<file path="config.mk">
export PLATFORM = sky130hd
export DESIGN_NAME = uart_rx_fifo
export DESIGN_NICKNAME = d
export VERILOG_FILES = /design/src/rtl/uart_pkg.sv /design/src/rtl/sync_fifo.sv /design/src/rtl/uart_rx_fifo.sv
export SDC_FILE = /design/constraint.sdc
export NUM_CORES = 1
export LEC_CHECK = 0
export CORE_MARGIN = 2
export CORE_UTILIZATION = 62
export CTS_BUF_LIST = sky130_fd_sc_hd__clkbuf_4
export CTS_CLUSTER_DIAMETER = 50
export DETAILED_ROUTE_END_ITERATION = 10
export MAX_ROUTING_LAYER = met4
export PLACE_DENSITY = 0.82
export SYNTH_ARGS = -nofsm -noshare
export SYNTH_HDL_FRONTEND = slang
export SYNTH_HIERARCHICAL = 1
export SYNTH_SLANG_ARGS = --single-unit
</file>
<file path="constraint.sdc">
create_clock -name clk -period 4.1 [get_ports clk]
set_input_delay 0.82 -clock clk [delete_from_list [all_inputs] [get_ports clk]]
set_output_delay 0.82 -clock clk [all_outputs]
set_load 0.01 [all_outputs]
</file>
<file path="src/rtl/uart_pkg.sv">
// Shared types and helpers for the UART receive path and its FIFO.
package uart_pkg;

  typedef enum logic [2:0] {
    IDLE,
    START,
    DATA,
    PARITY,
    STOP
  } rx_state_t;

  // Two-of-three vote used to resolve each serial bit.
  function automatic logic maj3(input logic a, input logic b, input logic c);
    return (a & b) | (a & c) | (b & c);
  endfunction

  // Read/write pointer width for a power-of-two FIFO.
  function automatic int ptr_width(input int depth);
    return (depth > 2) ? $clog2(depth) : 1;
  endfunction

  // Occupancy counter width; one extra bit so "full" is representable.
  function automatic int count_width(input int depth);
    return $clog2(depth) + 1;
  endfunction

endpackage

</file>
<file path="src/rtl/sync_fifo.sv">
// Single-clock FIFO with occupancy count. A push while full is accepted
// only when a pop happens in the same cycle (the pop frees the slot).
module sync_fifo
  import uart_pkg::*;
#(
  parameter int WIDTH = 8,
  parameter int DEPTH = 4
) (
  input  logic                          clk,
  input  logic                          rst_n,
  input  logic                          push,
  input  logic                          pop,
  input  logic [WIDTH-1:0]              din,
  output logic [WIDTH-1:0]              dout,
  output logic                          empty,
  output logic                          full,
  output logic [count_width(DEPTH)-1:0] count
);

  localparam int PW = ptr_width(DEPTH);
  localparam int CW = count_width(DEPTH);

  logic [WIDTH-1:0] mem_q [DEPTH];
  logic [WIDTH-1:0] mem_d [DEPTH];
  logic [PW-1:0]    wr_ptr_q, wr_ptr_d;
  logic [PW-1:0]    rd_ptr_q, rd_ptr_d;
  logic [CW-1:0]    count_q, count_d;
  logic             do_push, do_pop;

  assign empty   = (count_q == '0);
  assign full    = (count_q == CW'(DEPTH));
  assign dout    = mem_q[rd_ptr_q];
  assign count   = count_q;
  assign do_pop  = pop & ~empty;
  assign do_push = push & (~full | do_pop);

  // Next storage, pointers and occupancy.
  always_comb begin
    mem_d    = mem_q;
    wr_ptr_d = wr_ptr_q;
    rd_ptr_d = rd_ptr_q;
    if (do_push) begin
      mem_d[wr_ptr_q] = din;
      wr_ptr_d        = wr_ptr_q + PW'(1);
    end
    if (do_pop) begin
      rd_ptr_d = rd_ptr_q + PW'(1);
    end
    count_d = count_q + CW'(do_push) - CW'(do_pop);
  end

  // FIFO state registers; storage cleared so the head reads 0 out of reset.
  always_ff @(posedge clk or negedge rst_n) begin
    if (!rst_n) begin
      for (int i = 0; i < DEPTH; i++) mem_q[i] <= '0;
      wr_ptr_q <= '0;
      rd_ptr_q <= '0;
      count_q  <= '0;
    end else begin
      mem_q    <= mem_d;
      wr_ptr_q <= wr_ptr_d;
      rd_ptr_q <= rd_ptr_d;
      count_q  <= count_d;
    end
  end

endmodule

</file>
<file path="src/rtl/uart_rx_fifo.sv">
// UART receiver with 3-sample majority voting, false-start rejection,
// sticky error flags and a receive FIFO drained by rd_en.
// Optional parity checking is compiled in with UART_RX_PARITY_EN.
//
// state  | meaning
// IDLE   | waiting for a falling edge on the synchronised line
// START  | resolving the start bit; a 1 is a false start
// DATA   | shifting DATA_BITS bits in, LSB first
// PARITY | resolving the parity bit (UART_RX_PARITY_EN only)
// STOP   | resolving the stop bit; push/flag, back to IDLE at mid-bit
module uart_rx_fifo
  import uart_pkg::*;
#(
  parameter int CLK_PER_BAUD = 2604,
  parameter int DATA_BITS    = 8,
  parameter int FIFO_DEPTH   = 4
) (
  input  logic                          clk,
  input  logic                          rst_n,
  input  logic                          RX,
  input  logic                          rd_en,
  input  logic                          clr_err,
`ifdef UART_RX_PARITY_EN
  input  logic                          parity_odd,
  output logic                          parity_err,
`endif
  output logic [DATA_BITS-1:0]          rx_data,
  output logic                          rx_rdy,
  output logic [$clog2(FIFO_DEPTH):0]   rx_count,
  output logic                          frame_err,
  output logic                          overrun
);

  localparam int M     = CLK_PER_BAUD / 2;
  localparam int CNT_W = $clog2(CLK_PER_BAUD);
  localparam int BIT_W = 4;

  localparam logic [CNT_W-1:0] SAMP_A   = CNT_W'(M - 1);
  localparam logic [CNT_W-1:0] SAMP_B   = CNT_W'(M);
  localparam logic [CNT_W-1:0] SAMP_C   = CNT_W'(M + 1);
  localparam logic [CNT_W-1:0] CNT_MAX  = CNT_W'(CLK_PER_BAUD - 1);
  localparam logic [BIT_W-1:0] LAST_BIT = BIT_W'(DATA_BITS - 1);

  logic                 rx_s1_q, rx_s1_d;
  logic                 rx_s2_q, rx_s2_d;
  logic                 rx_e_q, rx_e_d;
  rx_state_t            state_q, state_d;
  logic [CNT_W-1:0]     baud_cnt_q, baud_cnt_d;
  logic [BIT_W-1:0]     bit_cnt_q, bit_cnt_d;
  logic [DATA_BITS-1:0] shift_q, shift_d;
  logic [1:0]           samp_q, samp_d;
  logic                 frame_err_q, frame_err_d;
  logic                 overrun_q, overrun_d;
`ifdef UART_RX_PARITY_EN
  logic                 par_bad_q, par_bad_d;
  logic                 parity_err_q, parity_err_d;
  logic                 par_set;
`endif

  logic                 start_edge, resolve, bit_val;
  logic                 frame_set, ovr_set;
  logic                 fifo_push, fifo_pop, fifo_empty, fifo_full;
  logic [$clog2(FIFO_DEPTH):0] fifo_count;

  assign start_edge = ~rx_s2_q & rx_e_q;
  assign resolve    = (baud_cnt_q == SAMP_C);
  assign bit_val    = maj3(samp_q[1], samp_q[0], rx_s2_q);
  assign fifo_pop   = rd_en & ~fifo_empty;

  // Synchroniser and edge-detect stage inputs.
  always_comb begin
    rx_s1_d = RX;
    rx_s2_d = rx_s1_q;
    rx_e_d  = rx_s2_q;
  end

  // Frame sequencing, bit sampling and push/flag decisions.
  always_comb begin
    state_d    = state_q;
    baud_cnt_d = baud_cnt_q;
    bit_cnt_d  = bit_cnt_q;
    shift_d    = shift_q;
    samp_d     = samp_q;
    fifo_push  = 1'b0;
    frame_set  = 1'b0;
    ovr_set    = 1'b0;
`ifdef UART_RX_PARITY_EN
    par_bad_d  = par_bad_q;
    par_set    = 1'b0;
`endif

    if (state_q != IDLE) begin
      baud_cnt_d = (baud_cnt_q == CNT_MAX) ? '0 : baud_cnt_q + CNT_W'(1);
      if (baud_cnt_q == SAMP_A) samp_d[1] = rx_s2_q;
      if (baud_cnt_q == SAMP_B) samp_d[0] = rx_s2_q;
    end

    unique case (state_q)
      IDLE: begin
        if (start_edge) begin
          state_d    = START;
          baud_cnt_d = '0;
          bit_cnt_d  = '0;
        end
      end
      START: begin
        if (resolve) state_d = bit_val ? IDLE : DATA;
      end
      DATA: begin
        if (resolve) begin
          shift_d   = {bit_val, shift_q[DATA_BITS-1:1]};
          bit_cnt_d = bit_cnt_q + BIT_W'(1);
          if (bit_cnt_q == LAST_BIT) begin
`ifdef UART_RX_PARITY_EN
            state_d = PARITY;
`else
            state_d = STOP;
`endif
          end
        end
      end
`ifdef UART_RX_PARITY_EN
      PARITY: begin
        if (resolve) begin
          par_bad_d = ((^shift_q) ^ bit_val) != parity_odd;
          state_d   = STOP;
        end
      end
`endif
      STOP: begin
        // Leave at mid-bit so a back-to-back start edge is caught in IDLE.
        if (resolve) begin
          state_d = IDLE;
          if (!bit_val) begin
            frame_set = 1'b1;
`ifdef UART_RX_PARITY_EN
          end else if (par_bad_q) begin
            par_set = 1'b1;
`endif
          end else if (fifo_full && !fifo_pop) begin
            ovr_set = 1'b1;
          end else begin
            fifo_push = 1'b1;
          end
        end
      end
      default: state_d = IDLE;
    endcase

    frame_err_d  = frame_set | (frame_err_q & ~clr_err);
    overrun_d    = ovr_set   | (overrun_q   & ~clr_err);
`ifdef UART_RX_PARITY_EN
    parity_err_d = par_set   | (parity_err_q & ~clr_err);
`endif
  end

  // Synchroniser flops preset to the idle-high line level.
  always_ff @(posedge clk or negedge rst_n) begin
    if (!rst_n) begin
      rx_s1_q <= 1'b1;
      rx_s2_q <= 1'b1;
      rx_e_q  <= 1'b1;
    end else begin
      rx_s1_q <= rx_s1_d;
      rx_s2_q <= rx_s2_d;
      rx_e_q  <= rx_e_d;
    end
  end

  // Receiver state, counters, shift register and sticky flags.
  always_ff @(posedge clk or negedge rst_n) begin
    if (!rst_n) begin
      state_q      <= IDLE;
      baud_cnt_q   <= '0;
      bit_cnt_q    <= '0;
      shift_q      <= '0;
      samp_q       <= '0;
      frame_err_q  <= 1'b0;
      overrun_q    <= 1'b0;
`ifdef UART_RX_PARITY_EN
      par_bad_q    <= 1'b0;
      parity_err_q <= 1'b0;
`endif
    end else begin
      state_q      <= state_d;
      baud_cnt_q   <= baud_cnt_d;
      bit_cnt_q    <= bit_cnt_d;
      shift_q      <= shift_d;
      samp_q       <= samp_d;
      frame_err_q  <= frame_err_d;
      overrun_q    <= overrun_d;
`ifdef UART_RX_PARITY_EN
      par_bad_q    <= par_bad_d;
      parity_err_q <= parity_err_d;
`endif
    end
  end

  sync_fifo #(
    .WIDTH(DATA_BITS),
    .DEPTH(FIFO_DEPTH)
  ) u_fifo (
    .clk  (clk),
    .rst_n(rst_n),
    .push (fifo_push),
    .pop  (fifo_pop),
    .din  (shift_q),
    .dout (rx_data),
    .empty(fifo_empty),
    .full (fifo_full),
    .count(fifo_count)
  );

  assign rx_rdy    = ~fifo_empty;
  assign rx_count  = fifo_count;
  assign frame_err = frame_err_q;
  assign overrun   = overrun_q;
`ifdef UART_RX_PARITY_EN
  assign parity_err = parity_err_q;
`endif

endmodule

</file>
; After elaboration in Yosys (flattened, before gate mapping)
; Index checks and enable logic that the tools add are counted.
[word_totals]
output_inout_bits = 14
elab_cells = 104
inputBits = 5
regBits = 73
[classes]
add_sub_neg = 6
n_reduce_logical = 12
bitwise = 20
n_eq_ne = 14
muxes = 31
n_lt_le_gt_ge = 3
[ops]
columns = operator, n
row1 = $mux W12, 4
row2 = $eq A12 B11 Y1 const B, 3
row3 = $bwmux W32, 1
row4 = $mux W8, 3
row5 = $bmux W8 S2, 1
row6 = $demux W8 S2, 1
row7 = $mux W3, 5
row8 = $add A12 B1 Y12 const B, 1
row9 = $eq A12 B12 Y1 const B, 1
row10 = $pmux W3 S4, 1
row11 = $mux W1, 11
row12 = $ne A2 B2 Y1 const B, 5
row13 = $and A1 B1 Y1, 9
row14 = $mux W4, 2
row15 = $pmux W4 S2, 1
row16 = $eq A3 B3 Y1 const B, 2
row17 = $ge A3 B3 Y1 const B, 2
row18 = $logic_not A3 Y1, 2
row19 = $not A2 Y3, 2
row20 = $reduce_and A2 Y1, 3
row21 = $or A1 B1 Y1, 5
row22 = $reduce_and A5 Y1, 1
row23 = $add A2 B1 Y2 const B, 2
row24 = $add A4 B1 Y4 const B, 1
row25 = other kinds (13), 17

; Logic depth before layout (Yosys ltp)
[depth]
word_depth = 12
mapped_depth = 13

; Modules after synthesis
; The synthesis kept the hierarchy.
[by_module_without_submodules]
columns = mod, area_each_um2, cells_per_inst, n_inst, seq_area_each_um2
row1 = sync_fifo, 1793.0, 113, 1, 975.9
row2 = uart_rx_fifo, 1705.4, 173, 1, 854.6

; Worst setup path after synthesis
; Ideal clock, no wire load.
[synth_path]
path_kind = register to register
from = register baud_cnt_q[0]
to = register u_fifo.count_q[2] (netlist: u_fifo/count[2])
setup_slack_ps = 745
required_time_ps = 3972
path_stages_with_launch = 14
n_path_buf = 0
arrival_ps = 3227
cell_sequence = dfrtp_1 -> ha_1 -> or3b_4 -> nor3_2 -> nand3_1 -> a21oi_1 -> or2b_2 -> ha_1 -> inv_1 -> ha_1 -> inv_1 -> fa_1 -> xnor2_1 -> xnor2_1
[synth_via]
elab_chain_cells = 6
[synth_rtl]
columns = element, line_no
row1 = "start, declared", uart_rx_fifo.sv:48  ; logic [CNT_W-1:0] baud_cnt_q, baud_cnt_d;
row2 = "start signal, assigned", uart_rx_fifo.sv:186  ; baud_cnt_q <= baud_cnt_d;
row3 = $eq A12 B11 Y1, uart_rx_fifo.sv:66  ; assign resolve = (baud_cnt_q == SAMP_C);
row4 = $mux W1, uart_rx_fifo.sv:132  ; if (resolve) begin
row5 = $mux W1, uart_rx_fifo.sv:98  ; unique case (state_q)
row6 = via fifo_push, uart_rx_fifo.sv:62  ; logic fifo_push, fifo_pop, fifo_empty, fifo_full;
row7 = $and A1 B1 Y1, sync_fifo.sv:35  ; assign do_push = push & (~full | do_pop);
row8 = $add A3 B1 Y3, sync_fifo.sv:49  ; count_d = count_q + CW'(do_push) - CW'(do_pop);
row9 = $sub A3 B1 Y3, sync_fifo.sv:49
row10 = via u_fifo.count_d[2], sync_fifo.sv:27  ; logic [CW-1:0] count_q, count_d;
row11 = "end signal, assigned", sync_fifo.sv:63  ; count_q <= count_d;
row12 = "end, declared", sync_fifo.sv:27
; The timed path passes the listed nets, and every way through them passes these cells.
; A chain may end at the register's enable or synchronous reset.

; Worst setup path in the final report
; Same ends and word-level chain as after synthesis.

==> flow_summary_export.csv <==
group,metric,value,unit
grt,busiest_layer,"met2",
synthesis,avgSynthCellArea,12.23,µm²
floorplan,num_rows,27,
grt,grt_pass1_wl,11.23,mm
setup_path,cp_data_arrival_time,4.06,ns
setup_path,setup.worst_path.class,"flip-flop to flip-flop",
sta,fin_tns_setup,0,ns
power_and_ir_drop,power.static_leakage,1.784,nW
setup_path,slowest_delay,0.45,ns
worst_hold_path,worst_hold_startpoint,"rx_s1_q",
clock_network,cts-buffers-inserted,9,
clock_network,cts.clk_slew.worst_paths,0.12,ns
cells_and_area,antenna-diode-count,0,
cells_and_area,drive_gt1_share,23.42,%
grt,grt_start_max_net_pins,74,
clock_network,postCtsSetupBuffers,0,
cells_and_area,most_common_library_cell_in_the_layout_ignoring_fill_and_taps,"sky130_fd_sc_hd__dfrtp_1",
clock_network,worstSkewPairLatency,0.41,ns
grt,groute.layer.met2.usage,39.66,%
sta,finalSetupViolCount,0,
synthesis,ys_warn_count,6,
synthesis,syn-instance-count,286,
setup_path,cp_max_fo,6,
routing,route.antenna.remaining_nets,0,
sta,slew_of_the_pin_with_the_lowest_slew_margin,0.9395,ns
routing,avgRoutedWirePerCell,16.68,µm
cells_and_area,finish.net_count,327,
sta,worst_slew_margin_relative_to_its_limit,37.07,%
synthesis,number_of_synthesized_flops_with_an_enable_pin,0,
routing,total_via_count_after_detailed_routing,2250,
floorplan,floorplan.die_area,0.006259,mm²
worst_hold_path,hold_class,"flip-flop to flip-flop",
floorplan,floorplan.die.width,79.12,µm
grt,grt_util_all_layers,24.48,%
setup_path,beginning_of_the_critical_path,"baud_cnt_q[0]",
sta,finalHoldViolCount,0,
routing,via_density,5.799,
clock_network,tritoncts,"done",
grt,grt_util_met3,5.114,%
floorplan,overall_die_height,79.12,µm
sta,max_freq,0.2697,GHz
placed_design,gpl.final_weighted_congestion,0.9041,
cells_and_area,nFillCells,395,
power_and_ir_drop,worst_supply_voltage_drop_on_vdd,0.3061,mV
grt,grtUsageMet1,30.06,%
placed_design,dp.final_hpwl,4.291,mm
clock_network,cts_hold_buf,0,
clock_network,clockRootBuffer,"sky130_fd_sc_hd__clkbuf_4",
sta,slew_violations,0,
sta,fin_worst_skew,0.02125,ns
setup_path,type_of_element_launching_the_critical_path,"flip-flop",
sta,final.min_clock_period,3.708,ns
setup_path,worst_r2r_startpoint,"baud_cnt_q[0]",
floorplan,initial_core_util,63.92,%
synthesis,netlist_area_pre_place,0.003498,mm²
sta,layout_worst_path_cycle_share,90.45,%
synthesis,synth_register_bits,73,
power_and_ir_drop,p_per_area,447.0,mW/mm²
run,cap_violations,0,
setup_path,cp.required,4.45,ns
synthesis,netlist-cell-type-count,54,
power_and_ir_drop,post-layout-total-power,1.741,mW
grt,globalRouteOverflowTotal,0,
setup_path,worstSetupEndpointType,"flip-flop",
clock_network,cts-htree-levels,3,
synthesis,synth_async_sr_flop_share,100.0,%
setup_path,critical-path-top-cell-by-count,"sky130_fd_sc_hd__ha_1",
placed_design,port_buffers,18,
routing,first_iter_violations,138,
sta,rsz0062_at_grt,"false",
clock_network,cts-resized-gates,0,
grt,vias_in_the_first_global_route,2374,
synthesis,synth-main-ff-cell,"sky130_fd_sc_hd__dfrtp_1",
run_status,status,"finished clean",
synthesis,synth_seq_area_share,52.32,%
floorplan,ios,19,
floorplan,core_area,0.005473,mm²
clock_network,clockBufferDepth,2,
grt,antenna_found_initial,0,
setup_path,crit_path_top_delay_cell,"sky130_fd_sc_hd__dfrtp_1",
routing,route.final.wire_length,6.471,mm
cells_and_area,area.growth.synth_to_final,11.34,%
routing,drc,0,
cells_and_area,mostFrequentLayoutCells,"sky130_fd_sc_hd__dfrtp_1 (70), sky130_fd_sc_hd__nand2_1 (45), sky130_fd_sc_hd__mux2_2 (33), sky130_fd_sc_hd__clkdlybuf4s50_1 (17), sky130_fd_sc_hd__inv_1 (13)",
synthesis,syn_nets,302,
setup_path,crit_chain,"ha_1 -> or3b_4 -> nor3_2 -> nand3_1 -> a21oi_1 -> or2b_2 -> ha_1 -> inv_1 -> ha_1 -> inv_1 -> fa_1 -> xnor2_1 -> xnor2_1",
clock_network,clk_sinks,73,
routing,first_pass_iters,4,
[cell usage after synthesis (3+ instances only)]
cell type / number / area share (%)
sky130_fd_sc_hd__ha_1: 10 / 3.6
sky130_fd_sc_hd__nor4_1: 3 / 0.54
sky130_fd_sc_hd__a21oi_1: 7 / 1.0
sky130_fd_sc_hd__dfstp_2: 3 / 2.3
sky130_fd_sc_hd__nor2_1: 6 / 0.64
sky130_fd_sc_hd__nand2_1: 45 / 4.8
sky130_fd_sc_hd__o21ai_1: 8 / 1.1
sky130_fd_sc_hd__xnor2_1: 6 / 1.5
sky130_fd_sc_hd__dfrtp_1: 70 / 50
sky130_fd_sc_hd__nor3b_1: 4 / 0.86
sky130_fd_sc_hd__mux2_1: 5 / 1.6
sky130_fd_sc_hd__o22ai_1: 3 / 0.54
sky130_fd_sc_hd__a31oi_1: 4 / 0.72
sky130_fd_sc_hd__mux4_2: 8 / 5.2
sky130_fd_sc_hd__nor3_1: 5 / 0.72
sky130_fd_sc_hd__inv_1: 13 / 1.4
sky130_fd_sc_hd__nor2_2: 4 / 0.72
sky130_fd_sc_hd__nand3_1: 4 / 0.57
sky130_fd_sc_hd__mux2_2: 33 / 11
[sequential cells by signal, indices dropped and copies added (netlist names), 2 cells and up]
signal,count
shift_q,8
state_q,3
u_fifo/count,3
baud_cnt_q,12
u_fifo/mem_q,32
bit_cnt_q,4
u_fifo/rd_ptr_q,2
samp_q,2
u_fifo/wr_ptr_q,2
[final cells by class]
cell class / count / area (µm²) / share of cell area [%]
clock inverter: 7 / 85.08 / 2.184
multi-input combinational: 194 / 1587 / 40.73
clock buffer: 9 / 67.56 / 1.735
timing repair buffer: 19 / 182.7 / 4.690
tap: 72 / 90.09 / 2.313
inverter: 14 / 52.55 / 1.349
sequential: 73 / 1831 / 47.00
[power breakdown]
part           leakage (nW)  total [mW]  internal [mW]  switching, mW
clock network        0.0808       0.487          0.241          0.246
logic                 0.728       0.331          0.180          0.151
registers             0.976       0.923          0.783          0.140
[critical path, delay by kind of cell, from the launching register on]
| kind | cells | cell delay (ns) |
|---|---|---|
| DFF | 1 | 0.45 |
| xor gates and xnor gates | 2 | 0.33 |
| AOI/OAI and AO/OA | 1 | 0.33 |
| and+or+nand+nor | 4 | 1.34 |
| buffers and inverters | 2 | 0.11 |
| adders and majority gates | 4 | 1.09 |
[cell families (layout without fill, tap and decap cells)]
kind of cell	Yosys count	after routing	share of synthesized area, %
AND/OR/NAND/NOR	90	90	14.34
multiplexers	46	46	17.38
buffers and inverters	19	49	2.325
adder cells (fa/ha/maj)	12	12	4.435
AO/OA/AOI/OAI	39	39	7.440
XOR/XNOR	7	7	1.753
flip-flops	73	73	52.32
[layer usage]
layer / share of wire (%) / wire length [µm]
met1: 45 / 2893
met2: 51 / 3327
met3: 2.1 / 136
met4: 1.7 / 113
met5: 0 / 0
[per-stage QoR]
step / hold WS (ns) / instances / instance area (µm²) / worst slack (ns) / utilization, %
final: 0.3639 / 388 / 3895 / 0.3917 / 71.17
after global routing: 0.3680 / 388 / 3895 / 0.08743 / 71.17
after CTS: 0.3642 / 388 / 3895 / 0.3728 / 71.17
after detailed placement: 0.3476 / 372 / 3742 / 0.3993 / 68.38
after global placement: 0.3462 / 372 / 3742 / 0.5670 / 68.38
after floorplan: 0.3452 / 286 / 3498 / 0.7448 / -
[path summary, 6_finish.rpt]
| path | cells past startpoint | to | slack (ns) |
|---|---|---|---|
| min in group asynchronous | 2 | u_fifo/mem_q[18] | 0.62 |
| setup / recovery | 13 | u_fifo/count[2] | 0.39 |
| hold reg to reg | 0 | rx_e_d | 0.36 |
| hold / removal | 0 | rx_e_d | 0.36 |
| max in group asynchronous | 2 | bit_cnt_q[0] | 2.90 |
| setup reg to reg | 13 | u_fifo/count[2] | 0.39 |
Note: power is estimated with default switching activity, not from simulation.
==> RTL change 1: new RTL, same settings <==
Encoding of `rx_state_t`: now Gray code (3 bits for 5 states).
--- a/src/rtl/uart_pkg.sv
+++ b/src/rtl/uart_pkg.sv
@@ -2,11 +2,11 @@
 package uart_pkg;
 
   typedef enum logic [2:0] {
-    IDLE,
-    START,
-    DATA,
-    PARITY,
-    STOP
+    IDLE   = 3'b000,
+    START  = 3'b001,
+    DATA   = 3'b011,
+    PARITY = 3'b010,
+    STOP   = 3'b110
   } rx_state_t;
 
   // Two-of-three vote used to resolve each serial bit.
Formal check against the unedited RTL: no difference found for any inputs over 10 cycles, from zero or initial values and one cycle with rst_n low; not proved beyond that.
==> RTL change 1 against the original RTL <==
Count of clock-buffer cells in the layout stayed put. Design area grew 1.3%. Worst setup slack better by 230 ps. Critical endpoint unchanged. Cell count is 3.1% lower. Synthesized cell count is 4.5% lower. Wire length fell by 3.8%. Via count fell by 0.71%. Sequential cell count unchanged. Synthesized area increased by 0.57%. Total power rose by 0.71%. Sequential share of layout area down 0.63 points. Maximum frequency increased by 6.7%.
==> RTL change 1: results (changes against the original RTL) <==
\begin{tabular}{lr}
\hline
Metric & Value \\
\hline
\multicolumn{2}{l}{\textbf{Status}} \\
Outcome & finished, final reports clean (unchanged) \\
\multicolumn{2}{l}{\textbf{Routing}} \\
Number of DRC violations after detailed-routing iteration 0 & 146 (was 138) \\
Final routed wirelength across all metal layers & 6223 microns (was 6471 microns) \\
Met3 routed wirelength & 233 microns (was 136 microns) \\
Number of vias after detailed routing & 2234 (was 2250) \\
\multicolumn{2}{l}{\textbf{Yosys}} \\
Mux cell area share after synthesis & 0.1920 (was 0.1738) \\
Area share of xor/xnor cells in the synthesized design & 0.01743 (was 0.01753) \\
Net Count, Synth & 289 (was 302) \\
Sequential area share after synthesis & 0.5203 (was 0.5232) \\
Synth Area in Compound Gates & 0.08037 (was 0.07439) \\
\multicolumn{2}{l}{\textbf{Placement}} \\
Post-Place Cell Area & 3780 sq um (was 3742 sq um) \\
Estimated wirelength of the detail-placed design & 4305 microns (was 4291 microns) \\
\multicolumn{2}{l}{\textbf{Final layout}} \\
Count of nets after finishing & 315 (was 327) \\
Fraction of final layout cells with drive strength greater than 1 & 0.2862 (was 0.2342) \\
Filler cell count in the final layout & 382 (was 395) \\
\multicolumn{2}{l}{\textbf{Timing}} \\
Layout Skew & 11.40 ps (was 21.25 ps) \\
Max-Slew Margin vs Limit & 0.4389 (was 0.3707) \\
\multicolumn{2}{l}{\textbf{Power and ir drop}} \\
Switch share & 0.3120 (was 0.3082) \\
Pwr dens & 444.2 nW/um\^{}2 (was 447.0 nW/um\^{}2) \\
VDD IR max & 355.4 uV (was 306.1 uV) \\
\multicolumn{2}{l}{\textbf{Global route}} \\
GR Layer Usage met3 & 0.05227 (was 0.05114) \\
Wire length of the first global-routing pass & 10780 microns (was 11230 microns) \\
GRT Util Overall & 0.2354 (was 0.2448) \\
\multicolumn{2}{l}{\textbf{Setup path}} \\
CP max FO & 7 (was 6) \\
Worst stage delay on the critical path & 590 ps (was 450 ps) \\
Worst reg2reg setup slack & 620 ps (was 390 ps) \\
Critical path's slowest cell & sky130\_fd\_sc\_hd\_\_or4\_4 (was sky130\_fd\_sc\_hd\_\_dfrtp\_1) \\
Data arrival time at the worst-slack endpoint & 3780 ps (was 4060 ps) \\
\hline
\end{tabular}
==> RTL change 1: cell types whose count changed after synthesis, moves of 3 or more <==
cell / before / now
sky130_fd_sc_hd__o21ai_0: 2 / 9
sky130_fd_sc_hd__mux2_1: 5 / 2
sky130_fd_sc_hd__nand2_1: 45 / 17
sky130_fd_sc_hd__nand2b_1: 0 / 3
sky130_fd_sc_hd__o21ai_1: 8 / 0
sky130_fd_sc_hd__mux2_2: 33 / 42
==> RTL change 1: area by class of cell <==
| cell class | count | share of cell area |
|---|---|---|
| sequential | 73 | 0.4637 |
| inverter | 15 | 0.01426 |
| tap | 72 | 0.02282 |
| clock inverter | 7 | 0.02536 |
| timing repair buffer | 23 | 0.05388 |
| multi-input combinational | 177 | 0.4029 |
| clock buffer | 9 | 0.01712 |
==> RTL change 1: worst max-delay path by stage <==
stage                                 end  slack (ps)  cells after the start
after detailed placement  u_fifo/count[2]         430                     12
after global routing      u_fifo/count[2]         410                     13
after floorplan           u_fifo/count[2]         630                     14
final                     u_fifo/count[2]         620                     13
after CTS                 u_fifo/count[2]         640                     13
after global placement    u_fifo/count[2]         520                     12
==> RTL change 1: power by group through the flow <==
stage | logic [mW] | clock network (mW) | registers (mW)
3_5_place_dp | 0.317 | 0 | 0.933
5_1_grt | 0.356 | 0.568 | 0.938
6_report | 0.315 | 0.520 | 0.919
4_1_cts | 0.318 | 0.535 | 0.921
3_3_place_gp | 0.298 | 0 | 0.930
2_1_floorplan | 0.266 | 0 | 0.866
==> RTL change 1: per-stage QoR <==
step | power [mW] | std cells | hold WS [ps]
6_report | 1.754 | 376 | 368.8
5_1_grt | 1.863 | 376 | 375.8
4_1_cts | 1.774 | 376 | 366.6
3_5_place_dp | 1.250 | 360 | 351.1
3_3_place_gp | 1.228 | 360 | 345.3
2_1_floorplan | 1.132 | 273 | 345.2
==> RTL change 2: new RTL, same flow settings <==
Made on the original files. The option `UART_RX_PARITY_EN` is turned on by a define.
--- a/src/rtl/uart_rx_fifo.sv
+++ b/src/rtl/uart_rx_fifo.sv
@@ -8,6 +8,8 @@
 // DATA   | shifting DATA_BITS bits in, LSB first
 // PARITY | resolving the parity bit (UART_RX_PARITY_EN only)
 // STOP   | resolving the stop bit; push/flag, back to IDLE at mid-bit
+`define UART_RX_PARITY_EN
+
 module uart_rx_fifo
   import uart_pkg::*;
 #(
Interface: changed (added parity_err and parity_odd); port bits go from 19 to 21. The function was not compared with the original's and may differ.
==> RTL change 2 against the original RTL <==
Synthesized area increased by 7.7%. Design area rose by 7.8%. Critical path depth up 1. Sequential cell count up 2. Wire length increased by 8.4%. Worst setup slack improved by 65 ps. Die area grew 7.3%. Highest routed layer unchanged.
Power is not compared: it rests on default switching activity, and its combinational part moved more than twofold at a synthesized area within 25%.
==> RTL change 2: results (changes against the original RTL) <==
\begin{tabular}{lr}
\hline
Metric & Value \\
\hline
\multicolumn{2}{l}{\textbf{Routing}} \\
Number of DRC violations after detailed-routing iteration 0 & 137 (was 138) \\
Number of vias after detailed routing & 2411 (was 2250) \\
Detailed-route wire length per cell & 17.45 microns (was 16.68 microns) \\
Final routed wirelength across all metal layers & 7014 microns (was 6471 microns) \\
\multicolumn{2}{l}{\textbf{Placement}} \\
Number of cells after detailed placement & 386 (was 372) \\
Post-Place Cell Area & 4011 sq um (was 3742 sq um) \\
Worst Setup Slack post-DPL & 529.4 ps (was 399.3 ps) \\
Estimated wirelength of the detail-placed design & 4760 microns (was 4291 microns) \\
Last weighted congestion value of the routability-driven placer & 0.9105 (was 0.9041) \\
\multicolumn{2}{l}{\textbf{Global route}} \\
Wire length of the first global-routing pass & 11540 microns (was 11230 microns) \\
Pin count of the biggest net entering global routing & 76 (was 74) \\
GRT Util Overall & 0.2414 (was 0.2448) \\
\multicolumn{2}{l}{\textbf{Yosys}} \\
Most instantiated cells after synthesis & sky130\_fd\_sc\_hd\_\_dfrtp\_1 (72), sky130\_fd\_sc\_hd\_\_mux2\_2 (34), sky130\_fd\_sc\_hd\_\_inv\_1 (18), sky130\_fd\_sc\_hd\_\_nand2\_1 (18), sky130\_fd\_sc\_hd\_\_xnor2\_1 (13) (was sky130\_fd\_sc\_hd\_\_dfrtp\_1 (70), sky130\_fd\_sc\_hd\_\_nand2\_1 (45), sky130\_fd\_sc\_hd\_\_mux2\_2 (33)) \\
Net Count, Synth & 316 (was 302) \\
Cell count after synthesis & 299 (was 286) \\
Area contributors post-synth & sky130\_fd\_sc\_hd\_\_dfrtp\_1 (48\%), sky130\_fd\_sc\_hd\_\_mux2\_2 (10\%), sky130\_fd\_sc\_hd\_\_mux4\_2 (4.8\%) (was sky130\_fd\_sc\_hd\_\_dfrtp\_1 (50\%), sky130\_fd\_sc\_hd\_\_mux2\_2 (11\%), sky130\_fd\_sc\_hd\_\_mux4\_2 (5.2\%)) \\
Sequential area share after synthesis & 0.4990 (was 0.5232) \\
\multicolumn{2}{l}{\textbf{Setup path}} \\
Worst stage delay on the critical path & 470 ps (was 450 ps) \\
Family of cells with the greatest summed delay on the critical path & adder cells (was simple AND/OR/NAND/NOR gates) \\
CP max FO & 12 (was 6) \\
Buffers \& Inverters on Critical Path & 4 (was 2) \\
Worst reg2reg setup slack & 460 ps (was 390 ps) \\
\multicolumn{2}{l}{\textbf{Timing}} \\
Post-layout worst setup margin & 456.4 ps (was 391.7 ps) \\
Max-Slew Margin vs Limit & 0.3880 (was 0.3707) \\
\multicolumn{2}{l}{\textbf{Power and ir drop}} \\
Total power of the final layout & 1.555 mW \\
\multicolumn{2}{l}{\textbf{Final layout}} \\
Count of nets after finishing & 339 (was 327) \\
Fraction of final layout cells with drive strength greater than 1 & 0.2538 (was 0.2342) \\
\multicolumn{2}{l}{\textbf{Status}} \\
Outcome & finished, final reports clean (unchanged) \\
\hline
\end{tabular}
[RTL change 2: logic make-up (layout without fill, tap and decap cells)]
group,count (synthesis),after routing,synth area share
AO/OA/AOI/OAI,36,36,0.06674
XOR/XNOR,15,15,0.03851
buffers and inverters,27,55,0.03287
multiplexers,53,53,0.1899
AND/OR/NAND/NOR,81,81,0.1318
adder cells (fa/ha/maj),12,12,0.04117
flip-flops,75,75,0.4990
[RTL change 2: routing by layer]
layer / wire length [microns] / part of all wire / track usage
met1: 3061 / 0.44 / 0.2936
met2: 3684 / 0.53 / 0.3911
met3: 187 / 0.027 / 0.03956
met4: 80 / 0.011 / 0.1217
met5: 0 / 0 / -
[RTL change 2: area by class of cell]
class	instances	area, sq um
timing repair buffer	21	205.2
multi-input combinational	197	1764
inverter	18	67.56
fill	394	1687
clock inverter	6	112.6
sequential	75	1881
clock buffer	10	75.07
tap	75	93.84
